`config.mk`:
```
export PLATFORM = sky130hd
export DESIGN_NAME = sync_bus_qualifier
export DESIGN_NICKNAME = d
export VERILOG_FILES = /design/src/rtl/sync_bus_qualifier.sv
export SDC_FILE = /design/constraint.sdc
export NUM_CORES = 1
export LEC_CHECK = 0
export BUFFER_PORTS_ARGS = -buffer_cell sky130_fd_sc_hd__buf_2
export CORE_MARGIN = 5
export CORE_UTILIZATION = 33
export DETAILED_ROUTE_END_ITERATION = 7
export GPL_TIMING_DRIVEN = 1
export PLACE_DENSITY_LB_ADDON = 0.1
export REMOVE_ABC_BUFFERS = 1
export SYNTH_ARGS = -nofsm -noshare
export SYNTH_HDL_FRONTEND = slang
export SYNTH_SLANG_ARGS = --single-unit
export TNS_END_PERCENT = 10
```
`constraint.sdc`:
```
create_clock -name clk -period 2.11 [get_ports clk]
set_input_delay 0.211 -clock clk [delete_from_list [all_inputs] [get_ports clk]]
set_output_delay 0.211 -clock clk [all_outputs]
set_load 0.03 [all_outputs]
```
`src/rtl/sync_bus_qualifier.sv`:
```
// sync_bus_qualifier
// Debounces a bus that has already crossed into the clk domain through a
// multi-bit capture synchronizer. Bits of such a bus can resolve on
// different cycles, so transient mixed old/new values are possible. A new
// value is committed only after it has been sampled identically for
// STABLE_CYCLES consecutive edges. Each commit produces a one-cycle change
// pulse plus per-bit rise/fall masks.
//
// Ports:
//   clk        destination-domain clock
//   resetn     async active-low reset (deassertion already synchronized)
//   dat_in     synchronized bus from the synchronizer output
//   hold       blocks commits while high; sampling and run counting continue
//   dat_out    last committed value
//   changed    one-cycle pulse after a commit edge
//   rise_mask  bits that went 0->1 in the commit (zero when changed=0)
//   fall_mask  bits that went 1->0 in the commit (zero when changed=0)
//   stable     run counter saturated and candidate equals dat_out
//
// Parameters: WIDTH >= 1, STABLE_CYCLES >= 1.
module sync_bus_qualifier #(
    parameter int unsigned      WIDTH         = 16,
    parameter int unsigned      STABLE_CYCLES = 4,
    parameter logic [WIDTH-1:0] RESET_VALUE   = '0
) (
    input  logic             clk,
    input  logic             resetn,
    input  logic [WIDTH-1:0] dat_in,
    input  logic             hold,
    output logic [WIDTH-1:0] dat_out,
    output logic             changed,
    output logic [WIDTH-1:0] rise_mask,
    output logic [WIDTH-1:0] fall_mask,
    output logic             stable
);

    // Counter wide enough to hold 0..STABLE_CYCLES, never narrower than 1 bit.
    localparam int unsigned     RUN_W   = (STABLE_CYCLES < 2) ? 1 : $clog2(STABLE_CYCLES + 1);
    localparam logic [RUN_W-1:0] RUN_MAX = RUN_W'(STABLE_CYCLES);

    logic [WIDTH-1:0] cand;
    logic [RUN_W-1:0] run;
    logic [RUN_W-1:0] run_next;
    logic             commit;

    // Run-length of identical samples; a differing sample restarts at 1.
    always_comb begin
        run_next = RUN_W'(1);
        commit   = 1'b0;
        if (dat_in == cand) begin
            run_next = (run == RUN_MAX) ? RUN_MAX : run + RUN_W'(1);
        end
        commit = (run_next == RUN_MAX) && (dat_in != dat_out) && !hold;
    end

    // Sample, count and commit; reset leaves the block already qualified
    // on RESET_VALUE so a matching input produces no pulse.
    always_ff @(posedge clk or negedge resetn) begin
        if (!resetn) begin
            cand      <= RESET_VALUE;
            run       <= RUN_MAX;
            dat_out   <= RESET_VALUE;
            changed   <= 1'b0;
            rise_mask <= '0;
            fall_mask <= '0;
        end else begin
            cand <= dat_in;
            run  <= run_next;
            if (commit) begin
                dat_out   <= dat_in;
                changed   <= 1'b1;
                rise_mask <= dat_in & ~dat_out;
                fall_mask <= ~dat_in & dat_out;
            end else begin
                changed   <= 1'b0;
                rise_mask <= '0;
                fall_mask <= '0;
            end
        end
    end

    // Combinational status from registers only.
    assign stable = (run == RUN_MAX) && (cand == dat_out);

endmodule

```
# Word level (Yosys, flattened, before mapping)
# Index checks and enable logic that the tools add are counted.
# W data, S select, Z words.
dict set report word_totals {
  reg_bits 68
  inputBits 19
  out_inout_bits 50
  word_cells 25
}
dict set report op_classes {
  n_addsub 1
  n_eq_ne 5
  n_mux 5
  bitwise_logic 4
  reduce_logical 4
}
# operator n
set op_table {}
lappend op_table {{$and A16 B16 Y16} 2}
lappend op_table {{$eq A16 B16 Y1} 2}
lappend op_table {{$mux W16} 2}
lappend op_table {{$not A16 Y16} 2}
lappend op_table {{$ne A16 B16 Y1} 1}
lappend op_table {{$eq A3 B3 Y1 const B} 2}
lappend op_table {{$mux W3} 2}
lappend op_table {{$add A3 B1 Y3 const B} 1}
lappend op_table {{$logic_and A1 B1 Y1} 3}
lappend op_table {{$logic_not A1 Y1} 1}
lappend op_table {{$mux W1} 1}

# Logic depth before layout (Yosys ltp)
# Gate-level depths: netlist of run 1.
dict set report logic_depth {
  depth_word 7
  depth_mapped 9
  ltp_nobuf 7
}

# Least setup slack after synthesis of run 1
# OpenSTA, ideal clock, no wires.
dict set report synth_timing {
  kind {register -> output}
  startpoint {reg dat_out[11]}
  endpoint {out stable}
  arrival_time_ns 1.770
  t_required_ns 1.899
  setup_slack_ns 0.129
  stages_incl_launch_ff 5
  n_path_buf 0
  cell_sequence {dfrtp_1 -> xor2_1 -> nor4_1 -> nand4_1 -> nor3_1}
}
dict set report synth_between {
  elab_chain_len 2
}
# element line
set synth_lines {}
lappend synth_lines {{start, declared} 30} ;# output logic [WIDTH-1:0] dat_out,
lappend synth_lines {{start signal, assigned} 70} ;# dat_out <= dat_in;
lappend synth_lines {{$eq A16 B16 Y1} 83} ;# assign stable = (run == RUN_MAX) && (cand == dat_out);
lappend synth_lines {{$logic_and A1 B1 Y1} 83}
lappend synth_lines {{end, declared} 34} ;# output logic stable
# No other way between the ends.

# Worst setup path in the final report of run 1
# Ends and elaborated chain as after synthesis.

==> results of run 1 <==
-- state kept, by name, indices dropped and copies added (netlist names) --
register	count
cand	16
changed	1
dat_out	16
fall_mask	16
rise_mask	16
run	3
-- worst max-delay path: cells and delay by family, from the launching register on --
kind | cells | cell delay [ps]
xor+xnor | 1 | 150
flops | 1 | 400
simple gates | 3 | 680
buf+inv | 2 | 310
-- stage by stage --
stage	util (%)	TNS (ps)	setup WS, ps	total power [W]
floorplan	-	-70450	-1480	0.00141
global placement	39.7	0	98.3	0.00150
detailed placement	39.7	-0.144	-0.144	0.00150
CTS	42.4	0	1.27	0.00271
global route	42.5	-230	-44.9	0.00278
finish	42.5	0	20.9	0.00266
-- report_power, final --
part	switching [W]	leakage (nW)	internal, W
Sequential	0.0000128	0.821	0.00132
Combinational	0.0000901	1.14	0.0000503
Clock	0.000493	0.107	0.000698
-- cell usage after synthesis (3+ instances only) --
cell,n,area share [%]
and2_1,32,6.5
nor4_1,7,1.4
nor3_1,3,0.49
xor2_1,32,9.1
ha_1,34,14
inv_1,35,4.2
nor2_1,3,0.36
mux2i_1,16,5.2
nand4_1,6,1.2
dfrtp_1,67,54
-- worst min path at each step --
stage	start	end	slack (ps)
floorplan	resetn	cand[0]	-80
global placement	resetn	fall_mask[9]	280
detailed placement	resetn	fall_mask[9]	280
CTS	dat_in[2]	cand[2]	10
global route	dat_in[2]	cand[2]	20
finish	dat_in[2]	cand[2]	40
-- cell type report --
cell class / count / area, sq um / area share (%)
Clock inverter: 4 / 72.6 / 1.86
Clock buffer: 12 / 145 / 3.71
Sequential cell: 68 / 1700 / 43.6
Multi-Input combinational cell: 140 / 1240 / 31.8
Tap cell: 111 / 139 / 3.55
Inverter: 35 / 131 / 3.36
Timing Repair Buffer: 79 / 473 / 12.1
-- kinds of logic (layout without fill, tap and decap cells) --
family                   Yosys count  after routing  share of synthesized area (%)
AO/OA/AOI/OAI                      3              3                          0.688
XOR/XNOR                          33             33                           9.34
adder cells (fa/ha/maj)           34             34                           13.8
buffers and inverters             40            130                           5.38
flip-flops                        68             68                           55.1
multiplexers                      16             16                           5.18
AND/OR/NAND/NOR                   54             54                           10.6
-- metal layers --
metal / up-vias / part of all wire [%] / GRT usage, %
li1: 958 / - / -
met1: 902 / 50 / 16.8
met2: 44 / 45 / 18.9
met3: 10 / 3.5 / 2.71
met4: 0 / 1.6 / 5.48
met5: - / 0 / 0
-- what timing repair did --
action | in CTS | in global routing
hold buffers | 1 | 0
endpoints found under the hold margin | 24 | 0
resized for setup | 4 | 2
buffers inserted | 1 | 0
endpoints found under the setup margin | 3 | 16
pin swaps | 4 | 1
==> results_dict.tcl, run 1 <==
set metrics [dict create \
    start_util_pct 33.6 \
    r2r_slack_ps 70 \
    place_area_sq_um 3650 \
    antenna_found_initial 0 \
    die_area_sq_um 11400 \
    n_antenna_cell 0 \
    worst_slew_pin_slew_ps 627 \
    cts-root-buf "clkbuf_8" \
    worstPathCellList "buf_6, xor2_1, nor4_1, nand4_1, nor3_2, buf_4" \
    crit_path_end_kind "output pin" \
    ys_warn_count 0 \
    arrival_ps 1880 \
    status "finished, final reports clean" \
    cts_buffer_depth 2 \
    max_stage_delay_ps 400 \
    syn_avg_cell_area_sq_um 12.5 \
    layout_common_cells "67 x dfrtp_1, 67 x buf_2, 35 x inv_1" \
    tritoncts "yes" \
    hold_slack_ps 36.0 \
    synth.ff_latch_count 68 \
    coreArea_sq_um 9200 \
    hold_viol_final 0 \
    dp_hpwl_mm 4.95 \
    power_density_nw_per_um2 681 \
    worstPathRequired_ps 1900 \
    whs_path_depth 1 \
    ir_drop_mv 0.233 \
    stdcell_area_sq_um 3910 \
    yosys.cell_types.count 20 \
    cap_violations 0 \
    max_slew_margin_pct 58.2 \
    finalMaxSlewViolations 0 \
    path_max_fanout 3 \
    fin_cells 449 \
    die_x_um 107 \
    routabilityCongestion 0.693 \
    hold_path.class "primary input to register" \
    r2r-start "dat_out[7]" \
    routedWlPerCell_um 14.6 \
    crit_path_end "stable" \
    numPortBuffers 68 \
    finalCritPeriodShare_pct 99.0 \
    insertion_delay_ps 340 \
    drcViolationCount 0 \
    wl_mm 6.57 \
    track_usage_pct 12.4 \
    layout-drive-gt1-share_pct 28.4 \
    finalSetupViolations 0 \
    fill_cells 921 \
    synth_flop_cell "dfrtp_1" \
    cts_sinks 68 \
    rows 35 \
    synth_edf_count 0 \
    routed_via_density 4.26 \
    startpoint "dat_out[11]" \
    timing.fmax_ghz 0.479 \
    cts_htree_levels 3 \
    dr_total_vias 1914 \
    yosysSeqAreaShare_pct 55.1 \
    async_flop_share_pct 100 \
    grt_pass1_wl_mm 10.8 \
    rr_endpoint "dat_out[2]" \
    ff2ff_path_depth 8 \
    io_pins 69 \
    num-nets-final 386 \
    cts-buffers-inserted 9 \
    synth_area_sq_um 3090 \
    dr.first_iter.drc_count 26 \
    leakage_nw 2.07 \
    area_growth_pct 26.3 \
    dp.cells 431 \
    grt_pass1_vias 2112 \
    cpMaxStageDelayCell "dfrtp_1" \
    fin_skew_ps 7.52 \
    overflow 0 \
    antenna_left 0 \
    path_clk_slew_ps 70 \
    synthCells 248 \
    start_kind "register" \
    grt_max_degree 44 \
    period_minus_slack_ps 2090 \
    drtPass1Iterations 4 \
    critPathKind "register to output pin" \
    die_height_um 107 \
    rsz0062_at_grt "true" \
]
(Power assumes the default switching activity.)
==> run 2, diff against run 1 <==
Settings changed: SETUP_SLACK_MARGIN set to 0.2.
==> results_dict.tcl, run 2 (synthesized netlist as in run 1, its figures left out) <==
set metrics [dict create \
    status "finished, final reports clean" \
    fin_skew_ps 6.39 \
    crit_path_end_kind "register" \
    routed_via_density 4.37 \
    routabilityCongestion 0.693 \
    hold_viol_final 0 \
    ir_drop_mv 0.240 \
    cts-buffers-inserted 9 \
    crit_top_cell "buf_6" \
    layout-drive-gt1-share_pct 42.1 \
    pre_cts_ws_ps -0.144 \
    grt_max_degree 44 \
    rsz0062_at_grt "true" \
    worstPathRequired_ps 2340 \
    period_minus_slack_ps 2080 \
    coreArea_sq_um 9200 \
    path_max_fanout 8 \
    die_x_um 107 \
    finalCritPeriodShare_pct 98.7 \
    finalSetupViolations 0 \
    overflow 0 \
    die_height_um 107 \
    die_area_sq_um 11400 \
    drtPass1Iterations 4 \
    track_usage_pct 12.8 \
    timing.fmax_ghz 0.480 \
    worstPathCellList "buf_6, ha_4, nand4_1, o41ai_2, buf_4, nor4_4, buf_6, clkbuf_16, and2_1" \
    start_util_pct 33.6 \
    crit_family "buffers and inverters" \
    power_density_nw_per_um2 633 \
    max_stage_delay_ps 400 \
    leakage_nw 2.19 \
    path_clk_slew_ps 70 \
    finalMaxSlewViolations 0 \
    tritoncts "yes" \
    grt_pass1_wl_mm 11.1 \
    max_slew_margin_pct 57.2 \
    rows 35 \
    cts_htree_levels 3 \
    finalPower_w 0.00267 \
    wl_mm 7.21 \
    layout_common_cells "67 x dfrtp_1, 67 x buf_2, 34 x inv_1" \
    final_util_pct 45.9 \
    cts-root-buf "clkbuf_8" \
    routedWlPerCell_um 15.7 \
    cap_violations 0 \
    io_pins 69 \
    cts_buffer_depth 2 \
    fin_tns_setup_ps 0 \
    worst_slew_pin_slew_ps 642 \
    insertion_delay_ps 340 \
    antenna_left 0 \
    hold_path.class "primary input to register" \
    dp_hpwl_mm 4.95 \
    antenna_found_initial 0 \
    n_antenna_cell 0 \
    dr.first_iter.drc_count 34 \
    layout_setup_ws_ps 27.7 \
    drcViolationCount 0 \
    area_growth_pct 36.3 \
    cts_sinks 68 \
    grt_pass1_vias 2147 \
    numPortBuffers 68 \
    critPathKind "register to register" \
    arrival_ps 2310 \
    cpMaxStageDelayCell "dfrtp_1" \
    crit_buf_inv 4 \
    start_kind "register" \
    num-nets-final 395 \
    dr_total_vias 2002 \
]
-- run 2: layout make-up --
type / count / area (sq um)
clock buffer: 12 / 145
clock inverter: 4 / 72.6
fill: 899 / 4980
inverter: 35 / 131
multi-input combinational: 140 / 1390
sequential: 68 / 1700
tap: 111 / 139
timing repair buffer: 88 / 641
-- run 2: power by group --
part           internal [W]  switching, W
Combinational     0.0000540     0.0000984
Sequential          0.00132     0.0000128
Clock              0.000697      0.000486
-- run 2: what timing repair did --
item | in CTS | in global routing
setup endpoints to repair | 49 | 50
pin swaps | 6 | 31
cloned | 2 | 4
buffers inserted | 3 | 1
gates resized for setup | 9 | 41
hold endpoints to repair | 24 | 0
hold buffers | 1 | 0
-- run 2: path summary, 6_finish.rpt --
kind                                 start      endpoint  slack, ps  depth (start not counted)
worst min register to register      run[2]        run[2]        540                          2
worst min-delay path            dat_in[15]      cand[15]         30                          1
min in group asynchronous           resetn  fall_mask[9]        430                          2
worst max-delay path            dat_out[7]  rise_mask[1]         30                          9
max in group asynchronous           resetn    dat_out[4]       1010                          3
worst max register to register  dat_out[7]  rise_mask[1]         30                          9
-- run 2: through the flow --
step                      hold slack, ps  area, sq um  instances
final                               31.4         4220        458
after detailed placement             276         3650        431
after floorplan                    -84.6         3060        243
after CTS                           14.1         3990        453
after global placement               276         3650        431
after global routing                18.8         4220        458
-- run 2: per-layer routing --
metal / wire (um) / vias to the layer above / global-route usage, %
met2: 3310 / 46 / 20.2
met3: 259 / 11 / 2.83
met5: 0 / - / 0
met4: 119 / 0 / 5.48
li1: - / 976 / -
met1: 3520 / 969 / 17.0
-- run 2: worst register-to-register path, delay by kind of cell (launching register included) --
| family | cells | cell delay [ps] |
|---|---|---|
| buf+inv | 4 | 640 |
| flops | 1 | 400 |
| simple gates | 3 | 340 |
| compound gates | 1 | 350 |
| fa+ha+maj | 1 | 250 |
==> run 3, diff against run 2 <==
Settings changed: REMOVE_ABC_BUFFERS 1 to not set.
==> results_dict.tcl, run 3 (synthesized netlist as in run 1, its figures left out) <==
set metrics [dict create \
    mostFrequentLayoutCell "buf_2" \
    fill_cells 898 \
    die_height_um 107 \
    whs_path_depth 1 \
    max_slew_margin_pct 55.1 \
    pwr-share-clk_pct 39.0 \
    insertion_delay_ps 330 \
    numPortBuffers 68 \
    status "finished, final reports clean" \
    drcViolationCount 0 \
    start_util_pct 33.6 \
    layout_common_cells "67 x buf_2, 66 x dfrtp_1, 35 x inv_1" \
    track_usage_pct 12.5 \
    cts_buffer_depth 2 \
    critPathKind "register to register" \
    intPower_w 0.00183 \
    num-nets-final 399 \
    finalSetupViolations 0 \
    rsz0062_at_grt "true" \
    power_density_nw_per_um2 596 \
    io_pins 69 \
    cts-root-buf "clkbuf_8" \
    cap_violations 0 \
    p_switching_w 0.000599 \
    power.share.switching_pct 24.6 \
    hold_viol_final 0 \
    ff2ff_path_depth 9 \
    timing.fmax_ghz 0.489 \
    rows 35 \
    place_area_sq_um 3630 \
    grt_max_degree 32 \
    hold_path.class "primary input to register" \
    n_antenna_cell 0 \
    tritoncts "yes" \
    syn_nets 301 \
    path_max_fanout 6 \
    worstPathRequired_ps 2340 \
    cts-buffers-inserted 9 \
    overflow 0 \
    period_minus_slack_ps 2040 \
    hold_slack_ps 39.5 \
    antenna_left 0 \
    cts_sinks 68 \
    fin_skew_ps 6.61 \
    grt_pass1_wl_mm 10.9 \
    dr_total_vias 2011 \
    worst_slew_pin_slew_ps 674 \
    drtPass1Iterations 4 \
    routabilityCongestion 0.719 \
    finalMaxSlewViolations 0 \
    layout-drive-gt1-share_pct 33.9 \
    crit_path_end_kind "register" \
    routedWlPerCell_um 15.0 \
    wl_mm 6.91 \
    stdcell_area_sq_um 4080 \
    die_x_um 107 \
    multi_input_area_sq_um 1320 \
    regArea_sq_um 1700 \
    path_clk_slew_ps 70 \
    power.share.sequential_pct 54.8 \
    die_area_sq_um 11400 \
    dr.first_iter.drc_count 27 \
    antenna_found_initial 0 \
    grt_pass1_vias 2124 \
    dp_hpwl_mm 4.79 \
    leakage_nw 2.14 \
    coreArea_sq_um 9200 \
    area_growth_pct 31.9 \
    start_kind "register" \
    routed_via_density 4.35 \
    finalCritPeriodShare_pct 96.8 \
    cts_htree_levels 3 \
    combPwrFrac_pct 6.2 \
    ir_drop_mv 0.312 \
    arrival_ps 2270 \
]
## run 3: changes by cell type in the layout (fill, tap and decap cells not counted), sizes merged
cell / previous run / this run
clkinv: 1 / 2
bufinv: 2 / 0
clkinvlp: 1 / 0
buf: 84 / 89
clkbuf: 15 / 16
## run 3: stage by stage
step,setup slack (ps),power [W],utilization (%),setup TNS [ps],cells
after floorplan,141,0.00141,-,0,248
after global placement,4.86,0.00150,39.5,0,431
after detailed placement,-16.6,0.00150,39.5,-95.3,431
after CTS,88.7,0.00246,42.7,0,456
after global routing,-5.65,0.00254,44.4,-30.1,462
final,67.0,0.00243,44.4,0,462
## run 3: path summary, 6_finish.rpt
| check | startpoint | end | slack (ps) |
|---|---|---|---|
| max | dat_out[2] | fall_mask[0] | 70 |
| min | dat_in[15] | cand[15] | 40 |
| max reg2reg | dat_out[2] | fall_mask[0] | 70 |
| min reg2reg | run[2] | run[2] | 550 |
| max in group asynchronous | resetn | dat_out[15] | 1040 |
| min in group asynchronous | resetn | cand[11] | 450 |
## run 3: final cells by class
type | count | area share [%]
Clock buffer | 14 | 3.74
Multi-Input combinational cell | 140 | 32.3
Timing Repair Buffer | 92 | 15.3
Clock inverter | 2 | 0.245
Tap cell | 111 | 3.40
Sequential cell | 68 | 41.8
Inverter | 35 | 3.22
## run 3: timing repair
action	in CTS	in global routing
resized for setup	15	15
setup buffers	7	3
cloned	1	3
setup endpoints to repair	50	50
pin swaps	7	5
hold endpoints to repair	25	0
hold buffers	1	0
## run 3: power by group through the flow
| stage | clock network (W) | logic, W | registers [W] |
|---|---|---|---|
| detailed placement | 0 | 0.000143 | 0.00136 |
| CTS | 0.000977 | 0.000150 | 0.00133 |
| global placement | 0 | 0.000142 | 0.00136 |
| global route | 0.00103 | 0.000177 | 0.00133 |
| finish | 0.000949 | 0.000151 | 0.00133 |
| floorplan | 0 | 0.0000534 | 0.00136 |
## run 3: routing by layer
metal  routed length, um  track usage, %  vias to the layer above
li1                    -               -                      978
met1                3320            17.2                      970
met2                3120            18.8                       55
met3                 369            3.25                        8
met4                 102            4.93                        0
met5                   0               0                        -
## run 3: critical path, cell delays in order (launching register included)
cell and delay [ps]:
dfrtp_1 410, buf_6 130, ha_4 240, nand4_1 120, o41ai_2 360, buf_4 170
nor4_4 40, buf_6 150, clkbuf_16 160, and2_4 150
